`src/rtl/uart_rx_deserializer.sv`:
```
// UART receive datapath: synchronizes the serial line, finds the start bit,
// samples each bit at its middle using the oversample strobe, assembles the
// character LSB first, checks the stop bit and hands the result to a
// one-entry holding register with a valid/ready consumer interface.
//
// Handshake: data_valid is high while the holding register is full; a
// transfer happens on every clk_in edge where data_valid & data_ready are
// both 1. data_out holds steady while data_valid is high, except when a
// transfer and a new delivery land on the same edge.
module uart_rx_deserializer #(
   parameter int DATA_BITS   = 8,
   parameter int OVERSAMPLE  = 16,
   parameter int SYNC_STAGES = 2
) (
   input  logic                 clk_in,
   input  logic                 resetN,
   input  logic                 rx_tick,
   input  logic                 rx_en,
   input  logic                 rxd,
   output logic [DATA_BITS-1:0] data_out,
   output logic                 data_valid,
   input  logic                 data_ready,
   output logic                 framing_error,
   output logic                 overrun,
   output logic                 busy
);

   localparam int TW = $clog2(OVERSAMPLE);
   localparam int BW = $clog2(DATA_BITS + 1);
   localparam logic [TW-1:0] HALF_LAST = TW'(OVERSAMPLE / 2 - 1);
   localparam logic [TW-1:0] FULL_LAST = TW'(OVERSAMPLE - 1);
   localparam logic [BW-1:0] LAST_BIT  = BW'(DATA_BITS - 1);

   typedef enum logic [2:0] {
      ST_IDLE,
      ST_START,
      ST_DATA,
      ST_STOP,
      ST_WAIT_HIGH
   } state_t;

   state_t                 state_q, state_d;
   logic [TW-1:0]          tick_q, tick_d;
   logic [BW-1:0]          bit_q, bit_d;
   logic [DATA_BITS-1:0]   shift_q, shift_d;
   logic [SYNC_STAGES-1:0] sync_q;
   logic                   rxs;
   logic                   deliver;
   logic                   frame_err;

   // Line synchronizer; flops reset to the idle (high) level so reset never looks like a start bit.
   always_ff @(posedge clk_in) begin
      if (!resetN) sync_q <= '1;
      else         sync_q <= {sync_q[SYNC_STAGES-2:0], rxd};
   end

   assign rxs = sync_q[SYNC_STAGES-1];

   // Frame FSM registers: state, oversample counter, data bit counter, shift register.
   always_ff @(posedge clk_in) begin
      if (!resetN) begin
         state_q <= ST_IDLE;
         tick_q  <= '0;
         bit_q   <= '0;
         shift_q <= '0;
      end else begin
         state_q <= state_d;
         tick_q  <= tick_d;
         bit_q   <= bit_d;
         shift_q <= shift_d;
      end
   end

   // Next-state logic; counters only move on rx_tick, rx_en=0 aborts to IDLE.
   always_comb begin
      state_d   = state_q;
      tick_d    = tick_q;
      bit_d     = bit_q;
      shift_d   = shift_q;
      deliver   = 1'b0;
      frame_err = 1'b0;
      if (!rx_en) begin
         state_d = ST_IDLE;
         tick_d  = '0;
         bit_d   = '0;
      end else begin
         case (state_q)
            ST_IDLE: begin
               if (rx_tick && !rxs) begin
                  state_d = ST_START;
                  tick_d  = '0;
               end
            end
            ST_START: begin
               if (rx_tick) begin
                  if (tick_q == HALF_LAST) begin
                     // High at mid start bit means a glitch: quietly go back to idle.
                     tick_d  = '0;
                     bit_d   = '0;
                     state_d = rxs ? ST_IDLE : ST_DATA;
                  end else begin
                     tick_d = tick_q + 1'b1;
                  end
               end
            end
            ST_DATA: begin
               if (rx_tick) begin
                  if (tick_q == FULL_LAST) begin
                     shift_d = {rxs, shift_q[DATA_BITS-1:1]};
                     tick_d  = '0;
                     bit_d   = bit_q + 1'b1;
                     if (bit_q == LAST_BIT) state_d = ST_STOP;
                  end else begin
                     tick_d = tick_q + 1'b1;
                  end
               end
            end
            ST_STOP: begin
               if (rx_tick) begin
                  if (tick_q == FULL_LAST) begin
                     tick_d = '0;
                     bit_d  = '0;
                     if (rxs) begin
                        deliver = 1'b1;
                        state_d = ST_IDLE;
                     end else begin
                        frame_err = 1'b1;
                        state_d   = ST_WAIT_HIGH;
                     end
                  end else begin
                     tick_d = tick_q + 1'b1;
                  end
               end
            end
            ST_WAIT_HIGH: begin
               // A held-low line (break) must return high before a new start can be seen.
               if (rxs) state_d = ST_IDLE;
            end
            default: state_d = ST_IDLE;
         endcase
      end
   end

   // Holding register, handshake and status pulses.
   always_ff @(posedge clk_in) begin
      if (!resetN) begin
         data_out      <= '0;
         data_valid    <= 1'b0;
         framing_error <= 1'b0;
         overrun       <= 1'b0;
      end else begin
         framing_error <= frame_err;
         overrun       <= deliver & data_valid & ~data_ready;
         if (deliver && (!data_valid || data_ready)) begin
            data_out   <= shift_q;
            data_valid <= 1'b1;
         end else if (data_valid && data_ready) begin
            data_valid <= 1'b0;
         end
      end
   end

   assign busy = (state_q != ST_IDLE);

endmodule

```
`config.mk`:
```
export PLATFORM = sky130hd
export DESIGN_NAME = uart_rx_deserializer
export DESIGN_NICKNAME = d
export VERILOG_FILES = /design/src/rtl/uart_rx_deserializer.sv
export SDC_FILE = /design/constraint.sdc
export NUM_CORES = 1
export LEC_CHECK = 0
export CAP_MARGIN = 20
export CORE_ASPECT_RATIO = 0.6
export CORE_MARGIN = 5
export CORE_UTILIZATION = 58
export CTS_BUF_LIST = sky130_fd_sc_hd__clkbuf_16
export DETAILED_ROUTE_END_ITERATION = 8
export PLACE_DENSITY_LB_ADDON = 0.25
export SYNTH_ARGS = -nofsm -noshare
export SYNTH_HDL_FRONTEND = slang
export SYNTH_SLANG_ARGS = --single-unit
```
`constraint.sdc`:
```
create_clock -name clk_in -period 2.7 [get_ports clk_in]
set_input_delay 0.27 -clock clk_in [delete_from_list [all_inputs] [get_ports clk_in]]
set_output_delay 0.27 -clock clk_in [all_outputs]
set_load 0.1 [all_outputs]
```
==> run summary <==
Area of the multi-input gates -> 776 sq um
Final hold viol count -> 0
Max Fclk -> 499 MHz
Worst Setup End Kind -> flop
Leakage -> 0.679 nW
Slowest stage cell, crit path -> dfxtp_1
Dpl ws -> 0.576 ns
Syn Area/Cell -> 9.17 sq um
Most common cell after layout, fill and taps aside -> dfxtp_1
Post-cts repair resize count -> 0
Hold WS -> 0.407 ns
Tcrit/Tclk final -> 0.742
Final Wtd Congestion -> 0.891
Sum of negative setup slack -> 0 ns
Crit-path cells -> xor2_1 > o21ai_0 > or4_1 > a31oi_1
Root Buffer -> clkbuf_16
Post-route DRC -> 0
Max-cap violations -> 0
Area grow syn2layout -> 19.1%
Slowest cell delay on critical path -> 0.58 ns
Total GRT Usage -> 0.187
Status -> finished, final reports clean
Int Pwr -> 0.000818 W
Commonest cells after routing, fill and taps aside -> dfxtp_1 (32), nand2_1 (26), mux2i_1 (17)
Routed wire length -> 3010 microns
Main flop type after synthesis -> dfxtp_1
Share of post-route cells with drive strength above 1 -> 0.136
Starting Density -> 0.594
Sequential share of power -> 0.471
Non-filler instance count after layout -> 209
Yosys top cell area share -> 0.436
RR Endpoint -> tick_q[3]
Crit Path Category -> reg -> reg
DR iter-0 viols -> 107
Vias in the first global route -> 1144
CTS buffer count -> 5
Placed inst area -> 1620 sq um
Antenna violations before repair -> 0
Full die area -> 3670 sq um
Total congestion overflow -> 0
DRT Pass-1 Iters -> 4
Cell Pwr Density -> 580 nW/um^2
Post-Syn Instances -> 160
Pins over their slew limit -> 0
R2R depth -> 4
Worst vdd ir -> 0.419 mV
Worst rel slew slack -> 0.566
Cts hold-fix bufs -> 0
Unrepaired setup endpoints after global routing -> no
Number of synthesized flops with an enable pin -> 0
H-Tree Depth -> 2
Combinational power share -> 0.034
CP startpoint kind -> flop
DP Cell Count -> 202
Io pins -> 18
Synth Warn # -> 0
Largest net degree at the start of global routing -> 31
Mapped cell area -> 1470 sq um
Wire per inst -> 14.4 microns
Die W -> 74.9 microns
Detail Route Antenna Nets -> 0
Final instance area -> 1750 sq um
Nets -> 185
Vias -> 1205
Worst-skew pair later-pin latency -> 0.27 ns
Hold WC Path Type -> reg -> reg
Setup crit start -> state_q[1]
Reg clk slew, reported paths -> 0.05 ns
Critical path endpoint -> tick_q[3]
Fillers -> 201
Maximum buffer depth of the clock tree -> 2
Switching Share -> 0.194
Clock power frac -> 0.495
Clk_skew -> 0.00581 ns
Port bufs -> 17
Critical path fanouts, max -> 14
HPWL Detailed -> 2150 microns
# setup viols final -> 0
First-pass GRT wire length -> 5330 microns
Reg2reg setup slack -> 0.70 ns
FFs w/ async S/R, synth -> 0
Via density -> 5.77
Post-CTS setup buffer count -> 0
Clock sinks -> 32
Register Area -> 641 sq um
Ant diodes -> 0
Synthesis-stage register bit count -> 32
Area contributors post-synth -> dfxtp_1 (44%), mux2i_1 (12%), nand2_1 (6.6%), nor2b_1 (3.8%), a21oi_1 (2.0%)
Critical Path RT -> 2.88 ns
Placement Rows -> 14
Core Area -> 2470 sq um
Syn_nets -> 168
Cell variety after synth -> 43
NetSw -> 0.000196 W
Synth area leader -> dfxtp_1
CP Data Arrival Time -> 2.19 ns
Final worst slack -> 0.698 ns
Seq/Total Area, Yosys -> 0.436
Tightest Pin Transition -> 0.645 ns
Die height -> 49.0 microns
Post-layout min period -> 2.00 ns
R2R Path Start -> state_q[1]
CTS tree -> yes
sequential cells by signal, summed over array words and instances (netlist names):
signal,count
data_out,8
shift_q,8
data_valid,1
sync_q,2
bit_q,4
tick_q,4
framing_error,1
overrun,1
state_q,3
how the worst min path moves through the flow:
stage	slack, ns	endpoint	from	depth (start not counted)
4_1_cts	0.40	sync_q[1]	sync_q[0]	1
6_report	0.41	sync_q[1]	sync_q[0]	1
5_1_grt	0.43	sync_q[1]	sync_q[0]	1
3_5_place_dp	0.39	sync_q[1]	sync_q[0]	1
3_3_place_gp	0.39	sync_q[1]	sync_q[0]	1
2_1_floorplan	0.37	sync_q[0]	rxd	1
cell families (layout without fill, tap and decap cells):
logic type	count (synthesis)	in the layout	synth area share
multiplexers	17	17	0.116
buffers and inverters	11	28	0.0350
AO/OA/AOI/OAI	24	24	0.112
AND/OR/NAND/NOR	73	73	0.278
flip-flops	32	32	0.436
adder cells (fa/ha/maj)	2	2	0.0170
XOR/XNOR	1	1	0.00597
power groups by stage:
stage               clock, W  combinational [W]  sequential (W)
floorplan                  0          0.0000209        0.000486
global placement           0          0.0000329        0.000487
detailed placement         0          0.0000339        0.000487
CTS                 0.000514          0.0000339        0.000478
global route        0.000542          0.0000373        0.000477
finish              0.000502          0.0000343        0.000478
worst max-delay path, delay by kind of cell (launching register included):
family,cells,cell delay [ns]
AO/OA/AOI/OAI,2,0.40
XOR/XNOR,1,0.36
flip-flops,1,0.58
AND/OR/NAND/NOR,1,0.57
metal layers:
metal	track usage	wire length (microns)
met1	0.264	1400
met2	0.266	1340
met3	0.0576	244
met4	0.0651	24
met5	0	0
cells in the mapped netlist (3+ instances only):
cell type,n
a21oi_1,6
clkbuf_1,5
dfxtp_1,32
inv_1,3
mux2i_1,17
nand2_1,26
nand2b_1,4
nand3_1,5
nor2_1,6
nor2b_1,9
o21ai_0,4
or3_1,4
area by class of cell:
| class | count | share of cell area |
|---|---|---|
| sequential | 32 | 0.366 |
| timing repair buffer | 18 | 0.0845 |
| clock inverter | 2 | 0.00429 |
| clock buffer | 5 | 0.0716 |
| inverter | 3 | 0.00644 |
| multi-input combinational | 117 | 0.444 |
| tap | 32 | 0.0229 |
metrics by stage:
step	util	total power (W)
floorplan	-	0.000507
global placement	0.654	0.000520
detailed placement	0.654	0.000521
CTS	0.708	0.00103
global route	0.708	0.00106
finish	0.708	0.00101
No activity file was read; power rests on OpenSTA's default activity.
